`src/rtl/ysyx_220053_ifu_pkg.sv`:
```
// ysyx_220053_ifu_pkg: shared types and constants for the handshaked IFU.
package ysyx_220053_ifu_pkg;
   localparam int XLEN = 64;
   localparam logic [31:0] INSTR_NOP = 32'h0000_0013;
   typedef enum logic [1:0] {IDLE, REQ, WAIT, HALT} state_t;
   typedef struct packed {
      logic [XLEN-1:0] pc;
      logic [31:0]     instr;
      logic            fault;
   } fq_entry_t;
endpackage

```
`src/rtl/ysyx_220053_ifu_fifo.sv`:
```
// ysyx_220053_ifu_fifo: synchronous fetch queue of fq_entry_t; flush empties it in one cycle.
module ysyx_220053_ifu_fifo
   import ysyx_220053_ifu_pkg::*;
#(
   parameter int DEPTH = 4
) (
   input  logic                         clk,
   input  logic                         rst,
   input  logic                         flush,
   input  logic                         push,
   input  fq_entry_t                    din,
   input  logic                         pop,
   output logic [$clog2(DEPTH+1)-1:0]   count,
   output fq_entry_t                    head
);
   localparam int AW = $clog2(DEPTH);
   localparam int CW = $clog2(DEPTH + 1);
   fq_entry_t mem [DEPTH];
   logic [AW-1:0] rd, wr;
   assign head = mem[rd];
   always_ff @(posedge clk) begin
      if (push) mem[wr] <= din;
   end
   always_ff @(posedge clk) begin
      if (rst || flush) begin
         rd <= '0;
         wr <= '0;
         count <= '0;
      end else begin
         if (push) wr <= wr + AW'(1);
         if (pop) rd <= rd + AW'(1);
         count <= count + CW'(push) - CW'(pop);
      end
   end
endmodule

```
`src/rtl/ysyx_220053_ifu_hs.sv`:
```
// ysyx_220053_ifu_hs: handshaked fetch unit with epoch-tagged fetches and a fetch queue to IDU.
// Optional misaligned-PC fault check enabled by defining IFU_MISALIGN_CHK_EN.
module ysyx_220053_ifu_hs
   import ysyx_220053_ifu_pkg::*;
#(
   parameter int              MEM_W    = 64,
   parameter logic [XLEN-1:0] RESET_PC = 64'h8000_0000,
   parameter int              FQ_DEPTH = 4
) (
   input  logic             clk,
   input  logic             rst,
   input  logic             redirect_valid,
   input  logic [XLEN-1:0]  redirect_pc,
   output logic             mem_req_valid,
   input  logic             mem_req_ready,
   output logic [XLEN-1:0]  mem_req_addr,
   input  logic             mem_resp_valid,
   input  logic [MEM_W-1:0] mem_resp_data,
   output logic             out_valid,
   input  logic             out_ready,
   output logic [XLEN-1:0]  out_pc,
   output logic [31:0]      out_instr,
   output logic             out_fault
);
   localparam int CW = $clog2(FQ_DEPTH + 1);
   localparam logic [CW-1:0] FULL = CW'(FQ_DEPTH);
   state_t state;
   logic [XLEN-1:0] pc_q, req_pc;
   logic epoch, tag, misalign, accept, fault_push, push, pop;
   logic [CW-1:0] count, cnt_next;
   logic [63:0] data64;
   fq_entry_t din, head;
`ifdef IFU_MISALIGN_CHK_EN
   assign misalign = pc_q[1:0] != 2'b00;
`else
   assign misalign = 1'b0;
`endif
   assign out_valid = count != '0;
   assign out_pc    = out_valid ? head.pc : '0;
   assign out_instr = out_valid ? head.instr : '0;
   assign out_fault = out_valid && head.fault;
   // A response only counts if its tag matches the current epoch; redirect kills pushes that cycle.
   always_comb begin
      data64 = 64'(mem_resp_data);
      mem_req_valid = state == REQ && !misalign;
      mem_req_addr = pc_q;
      accept = mem_req_valid && mem_req_ready;
      fault_push = state == REQ && misalign && count < FULL;
      push = !redirect_valid && (fault_push || (state == WAIT && mem_resp_valid && tag == epoch));
      pop = out_valid && out_ready && !redirect_valid;
      din.pc = fault_push ? pc_q : req_pc;
      din.instr = fault_push ? INSTR_NOP : (MEM_W == 64 && req_pc[2]) ? data64[63:32] : data64[31:0];
      din.fault = fault_push;
      cnt_next = count + CW'(push) - CW'(pop);
   end
   always_ff @(posedge clk) begin
      if (rst) begin
         state <= IDLE;
         pc_q <= RESET_PC;
         req_pc <= RESET_PC;
         epoch <= 1'b0;
         tag <= 1'b0;
      end else begin
         if (accept) begin
            tag <= epoch;
            req_pc <= pc_q;
         end
         if (redirect_valid) begin
            pc_q <= redirect_pc;
            epoch <= ~epoch;
            // An outstanding or just-accepted fetch must still be drained in WAIT.
            state <= (accept || (state == WAIT && !mem_resp_valid)) ? WAIT : REQ;
         end else begin
            if (accept) pc_q <= pc_q + XLEN'(4);
            case (state)
               IDLE: state <= count < FULL ? REQ : IDLE;
               REQ: begin
                  if (accept) state <= WAIT;
`ifdef IFU_MISALIGN_CHK_EN
                  else if (fault_push) state <= HALT;
`endif
               end
               WAIT: if (mem_resp_valid) state <= cnt_next < FULL ? REQ : IDLE;
               default: state <= state;
            endcase
         end
      end
   end
   ysyx_220053_ifu_fifo #(.DEPTH(FQ_DEPTH)) u_fifo (
      .clk  (clk),
      .rst  (rst),
      .flush(redirect_valid),
      .push (push),
      .din  (din),
      .pop  (pop),
      .count(count),
      .head (head)
   );
endmodule

```
`config.mk`:
```
export PLATFORM = sky130hd
export DESIGN_NAME = ysyx_220053_ifu_hs
export DESIGN_NICKNAME = d
export VERILOG_FILES = /design/src/rtl/ysyx_220053_ifu_pkg.sv /design/src/rtl/ysyx_220053_ifu_fifo.sv /design/src/rtl/ysyx_220053_ifu_hs.sv
export SDC_FILE = /design/constraint.sdc
export NUM_CORES = 1
export LEC_CHECK = 0
export BUFFER_PORTS_ARGS = -buffer_cell sky130_fd_sc_hd__buf_2
export CAP_MARGIN = 40
export CORE_ASPECT_RATIO = 1.25
export CORE_MARGIN = 2
export CORE_UTILIZATION = 40
export CTS_CLUSTER_SIZE = 14
export DETAILED_ROUTE_END_ITERATION = 12
export HOLD_SLACK_MARGIN = 0.12
export PLACE_DENSITY = 0.56
export SYNTH_ARGS = -nofsm -noshare
export SYNTH_HDL_FRONTEND = slang
export SYNTH_HIERARCHICAL = 1
export SYNTH_SLANG_ARGS = --single-unit
```
`constraint.sdc`:
```
create_clock -name clk -period 4.4 [get_ports clk]
set_clock_uncertainty 0.05 [all_clocks]
set_input_delay 0.66 -clock clk [delete_from_list [all_inputs] [get_ports clk]]
set_output_delay 0.66 -clock clk [all_outputs]
set_load 0.005 [all_outputs]
```
======== Word level (Yosys, flattened, before mapping) ========
Memory sizes are Yosys's and may differ from the RTL's. A register that Yosys moved wholly into a read port is not among the register bits.
Cells that the tools add are included.
word-level totals
  output and inout bits ................... 163
  memories kept ........................... 1
  RAM bits ................................ 384
  logic and storage cells ................. 55
  flip-flop bits (word level) ............. 139
memory list
  name        depth  bits a word  rd ports  clocked after Yosys merged registers in  write ports  line                        source
  u_fifo.mem  4      96           1         1                                        1            ysyx_220053_ifu_fifo.sv:18  fq_entry_t mem [DEPTH];
cells by class
  magnitude comparators ................... 2
  reductions and logical operators ........ 17
  $add $sub $neg .......................... 5
  bitwise operators ....................... 1
  equal/unequal tests ..................... 5
  muxes and demuxes ....................... 16
operators by type and width
  operator                                           count
  2-to-1 mux 64 bit                                  3
  adder 64 x 3 -> 64 bit, second input constant      1
  2-to-1 mux 32 bit                                  2
  2-to-1 mux 2 bit                                   6
  logical AND 1 bit                                  7
  less-than comparator 3 bit, second input constant  2
  case mux 2 bit (3 select lines)                    1
  adder 2 x 1 -> 2 bit, second input constant        2
  2-to-1 mux 1 bit                                   4
  nonzero test 4 bit                                 1
  adder 3 x 1 -> 3 bit                               1
  != test 3 x 2 -> 1 bit, second input constant      1
  != test 3 bit, second input constant               1
  AND reduction 3 bit                                1
  nonzero test 3 bit                                 1
  subtractor 3 x 1 -> 3 bit                          1
  == test 2 x 1 -> 1 bit, second input constant      1
  == test 2 bit, second input constant               1
  zero test 1 bit                                    2
  zero test 2 bit                                    1
  logical OR 1 bit                                   2
  nonzero test 2 bit                                 1
  == test 1 bit                                      1
  logical AND 1 bit, second input constant           1
  inverter 1 bit                                     1

======== Depth between registers and ports, before layout ========
Gate-level depths: netlist of the first run.
  depth in word-level cells ............... 11
  depth in mapped cells ................... 11
  depth with buffers taken out ............ 9

======== By module ========
Netlist of the first run, hierarchy kept.
modules (own cells, without submodules)
  module                area an instance (um2)  instances  cells an instance  sequential area each (um2)
  ysyx_220053_ifu_fifo  14,425.1                1          551                11,831.3
  ysyx_220053_ifu_hs    7,385.8                 1          968                2,642.5

======== Worst setup path after synthesis of the first run ========
No wires, ideal clock.
  path kind ............................... in2reg
  start point ............................. input redirect_valid
  end point ............................... memory u_fifo/mem[0][0] in the netlist's numbering (enable)
  arrival time ............................ 3.436 ns
  stages on the path ...................... 3
  path buffers ............................ 0
  library setup time ...................... 0.466 ns
  setup slack ............................. 0.447 ns
  data required time ...................... 3.884 ns
  cell sequence ........................... nand3b_1 nor2_1 and2_1
on the way
  longest elaborated chain between the ends .. 4
ends and longest elaborated chain
  element                                 line                        source
  from (decl)                             ysyx_220053_ifu_hs.sv:12    input logic redirect_valid,
  zero test 1 bit                         ysyx_220053_ifu_hs.sv:49    push = !redirect_valid && (fault_push || (state == WAIT && mem_resp_valid && tag == epoch));
  logical AND 1 bit                       ysyx_220053_ifu_hs.sv:49
  net push                                ysyx_220053_ifu_hs.sv:29    logic epoch, tag, misalign, accept, fault_push, push, pop;
  2-to-1 mux 1 bit                        ysyx_220053_ifu_fifo.sv:22  if (push) mem[wr] <= din;
  2-to-1 mux 1 bit (implied by the code)  ysyx_220053_ifu_fifo.sv:22
  to (decl)                               ysyx_220053_ifu_fifo.sv:18
The timed path passes the listed nets, and every way through them passes these cells.

==> results of run 1 <==
[layout make-up]
type                       instances  area (um2)
clock inverter                    32         353
tap                              727         910
timing repair buffer             322        1770
sequential                       529       14500
fill                            4808       27900
antenna                            1        2.50
inverter                          24        90.1
multi-input combinational        877        6870
clock buffer                      66        1450
[power groups by stage]
stage                     Clock (uW)  Combinational (uW)  Sequential (uW)
after floorplan                    0                 354             5660
after global placement             0                 612             5710
final                           4630                 622             5600
after CTS                       4740                 634             5600
after global routing            4930                 686             5620
after detailed placement           0                 631             5710
[per-stage QoR]
stage | hold WS [ns] | power [uW] | instances
6_report | 0.265 | 10900 | 2578
5_1_grt | 0.247 | 11200 | 2577
4_1_cts | 0.221 | 11000 | 2577
3_5_place_dp | 0.413 | 6340 | 2479
3_3_place_gp | 0.405 | 6320 | 2477
2_1_floorplan | 0.398 | 6010 | 1522
[placed cells by master, fill, tap and decap left out, drive strengths merged, types with 5 or more instances in the layout]
cell    netlist  layout
and3         16      16
nor4         24      24
inv          23      29
edfxtp      388     388
or2           6       6
o31ai         5       5
mux2i        11      11
mux4         97      97
or4          12      12
o211ai        8       8
or3          12      12
and2        105     105
nand4        34      34
clkbuf       65      66
ha           12      12
nor2         69      69
dfxtp       141     141
a211oi       25      25
buf          27     321
a21oi        79      79
and4          7       7
nor3         16      16
nand3        30      30
bufinv        0       7
clkinv        1      20
xor2         10      10
o21ai        13      13
xnor2        27      27
nand2       182     182
a311oi       13      13
mux2         32      32
[metal layers]
metal  wire (um)  global-route usage, %
met1       24300                   27.3
met2       27000                   32.2
met3        3590                   4.11
met4        1130                   4.99
met5          55                      0
[Yosys cell counts (3+ instances only)]
| master | number | share of area [%] |
|---|---|---|
| a311oi_1 | 13 | 0.52 |
| and4_1 | 7 | 0.28 |
| or2_2 | 6 | 0.17 |
| buf_1 | 11 | 0.19 |
| edfxtp_1 | 388 | 53 |
| ha_1 | 12 | 0.69 |
| buf_8 | 4 | 0.28 |
| or4_1 | 10 | 0.34 |
| a21oi_1 | 79 | 1.8 |
| mux2_2 | 32 | 1.7 |
| nor4_1 | 24 | 0.69 |
| mux4_2 | 97 | 10 |
| and3_1 | 16 | 0.46 |
| nor2_1 | 69 | 1.2 |
| o211ai_1 | 8 | 0.28 |
| or3_1 | 12 | 0.34 |
| mux2i_1 | 11 | 0.50 |
| nand3_1 | 30 | 0.69 |
| xnor2_1 | 27 | 1.1 |
| dfxtp_1 | 141 | 13 |
| a211oi_1 | 25 | 0.86 |
| a2111oi_0 | 3 | 0.12 |
| xor2_1 | 10 | 0.40 |
| buf_2 | 11 | 0.25 |
| o31ai_1 | 5 | 0.17 |
| and2_1 | 104 | 3.0 |
| o21ai_0 | 13 | 0.30 |
| nor3_1 | 16 | 0.37 |
| clkbuf_1 | 65 | 1.1 |
| inv_1 | 23 | 0.40 |
| nor3b_1 | 4 | 0.14 |
| nand2_1 | 182 | 3.1 |
| nand4_1 | 33 | 0.95 |
[worst reg2reg max path, cell delays in order, from the launching register on]
cell	delay (ns)
dfxtp_1	0.54
ha_1	0.29
nand4_1	0.28
nor4_1	0.79
nand2_1	0.36
or2_2	0.38
a2111oi_0	0.34
[cells by family (layout without fill, tap and decap cells)]
| family | count (synthesis) | in the layout |
|---|---|---|
| AO/OA/AOI/OAI | 159 | 159 |
| XOR/XNOR | 38 | 38 |
| adder cells (fa/ha/maj) | 13 | 13 |
| buffers and inverters | 116 | 444 |
| flip-flops | 529 | 529 |
| multiplexers | 140 | 140 |
| other | 1 | 5 |
| AND/OR/NAND/NOR | 523 | 523 |
[state kept, by name, indices dropped and copies added (netlist names), 2 cells and up, named ones only]
register      count
mem_req_addr     64
u_fifo/rd         2
state             2
u_fifo/wr         2
u_fifo/count      3
u_fifo/mem      388
req_pc           64
[final timing paths]
path | to | slack, ns | cells past startpoint | start
max | out_instr[28] | 0.97 | 4 | flip-flop
min | mem_req_addr[2] | 0.27 | 3 | redirect_pc[2]
max reg2reg | mem_req_addr[56] | 1.24 | 6 | mem_req_addr[2]
min reg2reg | tag | 0.42 | 2 | tag
==> qor.txt, run 1 <==
Gate power share - 5.7%
Clock Power Share - 42.7%
Die H - 265 um
CP delay by family, top - flip-flops
H-tree levels - 2
switching share of total power - 22.2%
Final period util - 78.0%
largest family of logic cells by synthesized area - simple AND/OR/NAND/NOR gates
proportion of synthesized area in mux cells - 12.2%
Cells after Synth - 1,519
TritonCTS buffer count - 53
Longest Clk Path Bufs - 3
fin crit period - 3.43 ns
CORE AREA - 0.0538 mm2
final setup fails - 0
CP Class - flip-flop to output port
global-route wire length before repair - 84,100 um
final setup TNS - 0 ns
VDD IR max - 0.000269 V
Synth-to-Final Area Change - 18.9%
placer congestion estimate - 0.821
Routed WL per cell - 21.8 um
GRT Util Overall - 19.8%
Cell Chain, Critical Path - buf_4, mux4_2, and2_1, buf_2
area post-placement - 0.0241 mm2
CP Max Fanout - 27
RSZ-0062 raised after global routing - false
Flop pwr share - 51.6%
Mapped Avg Cell Area - 14.4 um2
Adder-Cell Fraction of Synth Area - 0.780%
HP Class - input pin to flip-flop
clock sinks - 529
Ports - 297
PD cells - 419 mW/mm2
P_int - 8450 uW
main flop type after synthesis - edfxtp_1
relative max-transition margin - 39.3%
Hold-fix buffers, CTS - 0
Leak - 0.00874 uW
final worst slack - 0.966 ns
Initial Util - 40.5%
Critical Path Sink Type - output port
xor/xnor share of the synthesized area - 1.59%
post-synthesis compound-gate area fraction - 4.59%
CTS tree - yes
WL final - 56,100 um
number of synthesized flops with an enable pin - 388
postcts setup bufs - 0
DRT iter0 DRCs - 850
worst-skew pair later-pin latency - 0.60 ns
Hold Fails Final Rpt - 0
PostCTS Resize Cnt - 0
sequential area share after synthesis - 66.4%
Post-DRT Antenna Nets - 0
number of global-route vias before repair - 13.5k
Worst Tran Pin Value - 0.911 ns
clock root buffer - clkbuf_16
final net count - 1,954
Core Rows - 95
Crit path required time - 3.69 ns
die area - 0.0564 mm2
detailed-route via count - 13.7k
Synth Area in Simple Gates - 12.2%
dpl hpwl - 37,000 um
slowest stage cell, crit path - dfxtp_4
Max Cap Viol - 0
Synth async-reset ratio - 0%
final instance area - 0.0259 mm2
DRC viols - 0
Yosys cell types - 54
initial antenna violation count - 6
Largest stage delay, worst path - 0.76 ns
fraction of layout cells with a size suffix above 1 - 30.0%
Max Clock Freq - 0.291 GHz
Sw Pwr - 2410 uW
final max-slew violation count - 0
DR pass1 iterations - 5
mean number of vias per cell - 5.31
Yosys reg bits - 529
Die W - 213 um
Synth Warn # - 6
status - finished, final reports clean
I/O Buffers - 296
Arrival @ worst endpoint - 2.72 ns
Critical Path Start Type - flip-flop
Buffers & Inverters on Critical Path - 2
Mapped Area - 0.0218 mm2
total grt overflow - 0
final core occ - 48.1%
largest net degree at the start of global routing - 85
dpl ws - 1.19 ns
CTS clk-pin slew, worst paths - 0.06 ns
Note: power is estimated with default switching activity, not from simulation.
==> run 2, diff against run 1 <==
==> constraint.sdc (replaced) <==
create_clock -name clk -period 3.5 [get_ports clk]
set_clock_uncertainty 0.05 [all_clocks]
set_input_delay 0.525 -clock clk [delete_from_list [all_inputs] [get_ports clk]]
set_output_delay 0.525 -clock clk [all_outputs]
set_load 0.005 [all_outputs]
==> qor.txt, run 2 (same netlist as run 1, synthesis figures left out) <==
status - finished, final reports clean
VDD IR max - 0.000354 V (+31%)
Leak - 0.00884 uW (+1.1%)
Gate power share - 5.9% (+0.2 points)
final setup fails - 0 (unchanged)
placed instance count - 2,488 (+0.36%)
Arrival @ worst endpoint - 3.48 ns (+0.76 ns)
CTS tree - yes
Synth-to-Final Area Change - 20.0%
fin crit period - 3.06 ns
number of global-route vias before repair - 13.9k (+3.4%)
max FFs per register - 388 (unchanged)
worst-skew pair later-pin latency - 0.60 ns (about the same)
clock root buffer - clkbuf_16
Die W - 213 um (unchanged)
Post-DRT Antenna Nets - 0 (unchanged)
initial antenna violation count - 3 (-3)
HP Class - input pin to flip-flop
largest net degree at the start of global routing - 66 (-22%)
Ports - 297 (unchanged)
dpl hpwl - 37,100 um (+0.22%)
fraction of layout cells with a size suffix above 1 - 30.2% (+0.17 points)
Longest Clk Path Bufs - 3 (unchanged)
Flop pwr share - 51.6% (about the same)
Hold Fails Final Rpt - 0 (unchanged)
final setup TNS - 0 ns (unchanged)
DRC viols - 0 (unchanged)
Clock Power Share - 42.5% (-0.2 points)
Critical Path Sink Type - flip-flop
GRT Util Overall - 20.2% (+0.33 points)
DR pass1 iterations - 5 (unchanged)
RSZ-0062 raised after global routing - false
Initial Util - 40.5% (unchanged)
final max-slew violation count - 0 (unchanged)
Buffers & Inverters on Critical Path - 0 (-2)
area post-placement - 0.0242 mm2 (+0.51%)
CP Class - flip-flop to flip-flop
Max Clock Freq - 0.327 GHz
Worst Tran Pin Value - 0.969 ns (+0.0588 ns)
TritonCTS buffer count - 53 (unchanged)
fin cells - 2,603 (+0.97%)
CP delay by family, top - simple AND/OR/NAND/NOR gates
I/O Buffers - 296 (unchanged)
Power, Total - 13,700 uW (+26%)
Crit path required time - 3.92 ns (+0.23 ns)
final net count - 1,975 (+1.1%)
Max Cap Viol - 0 (unchanged)
Core Rows - 95 (unchanged)
Sw Pwr - 3040 uW (+26%)
Die H - 265 um (unchanged)
most frequent cells in the layout - 388 x edfxtp_1, 295 x buf_2, 181 x nand2_1
slowest stage cell, crit path - nor4_1
final instance area - 0.0262 mm2 (+0.98%)
mean number of vias per cell - 5.29 (-0.32%)
clock sinks - 529 (unchanged)
Critical Path Start Type - flip-flop
die area - 0.0564 mm2 (unchanged)
WL final - 56,400 um (+0.48%)
Cell Chain, Critical Path - ha_1, nand4_1, nor4_1, nand2_1, or2_2, a2111oi_0
H-tree levels - 2 (unchanged)
relative max-transition margin - 34.8% (-4.5 points)
DRT iter0 DRCs - 1,000 (+18%)
Routed WL per cell - 21.7 um (-0.48%)
PD cells - 522 mW/mm2 (+25%)
detailed-route via count - 13.8k (+0.65%)
P_int - 10,600 uW (+26%)
placer congestion estimate - 0.851 (+3.6%)
total grt overflow - 0 (unchanged)
Largest Register - u_fifo/mem
CORE AREA - 0.0538 mm2 (unchanged)
switching share of total power - 22.2% (+0.049 points)
most common cell after layout, fill and taps aside - edfxtp_1
postcts setup bufs - 0 (unchanged)
CP Max Fanout - 6 (-78%)
Final period util - 87.5%
CTS clk-pin slew, worst paths - 0.07 ns (about the same)
global-route wire length before repair - 85,500 um (+1.7%)
Largest stage delay, worst path - 0.86 ns (+0.10 ns)
[run 2: worst min-delay path, delay by kind of cell]
| kind | cells | cell delay (ns) |
|---|---|---|
| simple gates | 1 | 0.08 |
| compound gates | 1 | 0.06 |
| buf+inv | 1 | 0.09 |
[run 2: final timing paths]
check                  startpoint  cells past startpoint  slack, ns          endpoint
setup reg to reg  mem_req_addr[2]                      6       0.44  mem_req_addr[56]
hold / removal    redirect_pc[24]                      3       0.15  mem_req_addr[24]
setup / recovery  mem_req_addr[2]                      6       0.44  mem_req_addr[56]
hold reg to reg   mem_req_addr[0]                      2       0.42         req_pc[0]
[run 2: routing by layer]
layer	global-route usage, %	part of all wire [%]
met3	3.84	6.4
met4	5.76	2.2
met1	27.3	43
met2	33.1	48
met5	0	0.046
[run 2: area by class of cell]
| type | count | area (um2) |
|---|---|---|
| multi-input cells | 877 | 6870 |
| clock inverters | 21 | 220 |
| diodes | 3 | 7.51 |
| well taps | 727 | 910 |
| clock buffers | 79 | 1590 |
| inverters | 24 | 90.1 |
| flip-flops and latches | 529 | 14500 |
| fillers | 4784 | 27700 |
| repair buffers | 343 | 2010 |
[run 2: per-stage QoR]
step / hold WS (ns) / worst slack, ns / utilization (%)
floorplan: 0.398 / 0.718 / -
global placement: 0.406 / 0.710 / 44.9
detailed placement: 0.417 / 0.563 / 45.0
CTS: 0.120 / 0.345 / 48.6
global route: 0.137 / 0.210 / 48.6
finish: 0.150 / 0.439 / 48.6
[run 2: timing repair]
action,4_1_cts,5_1_grt
gates resized for setup,0,0
hold endpoints to repair,12,0
hold buffers,12,0
[run 2: power by group through the flow]
stage | Sequential (uW) | Combinational, uW | Clock (uW)
6_report | 7040 | 808 | 5800
5_1_grt | 7060 | 893 | 6190
4_1_cts | 7040 | 821 | 5950
3_5_place_dp | 7180 | 805 | 0
3_3_place_gp | 7170 | 782 | 0
2_1_floorplan | 7110 | 446 | 0
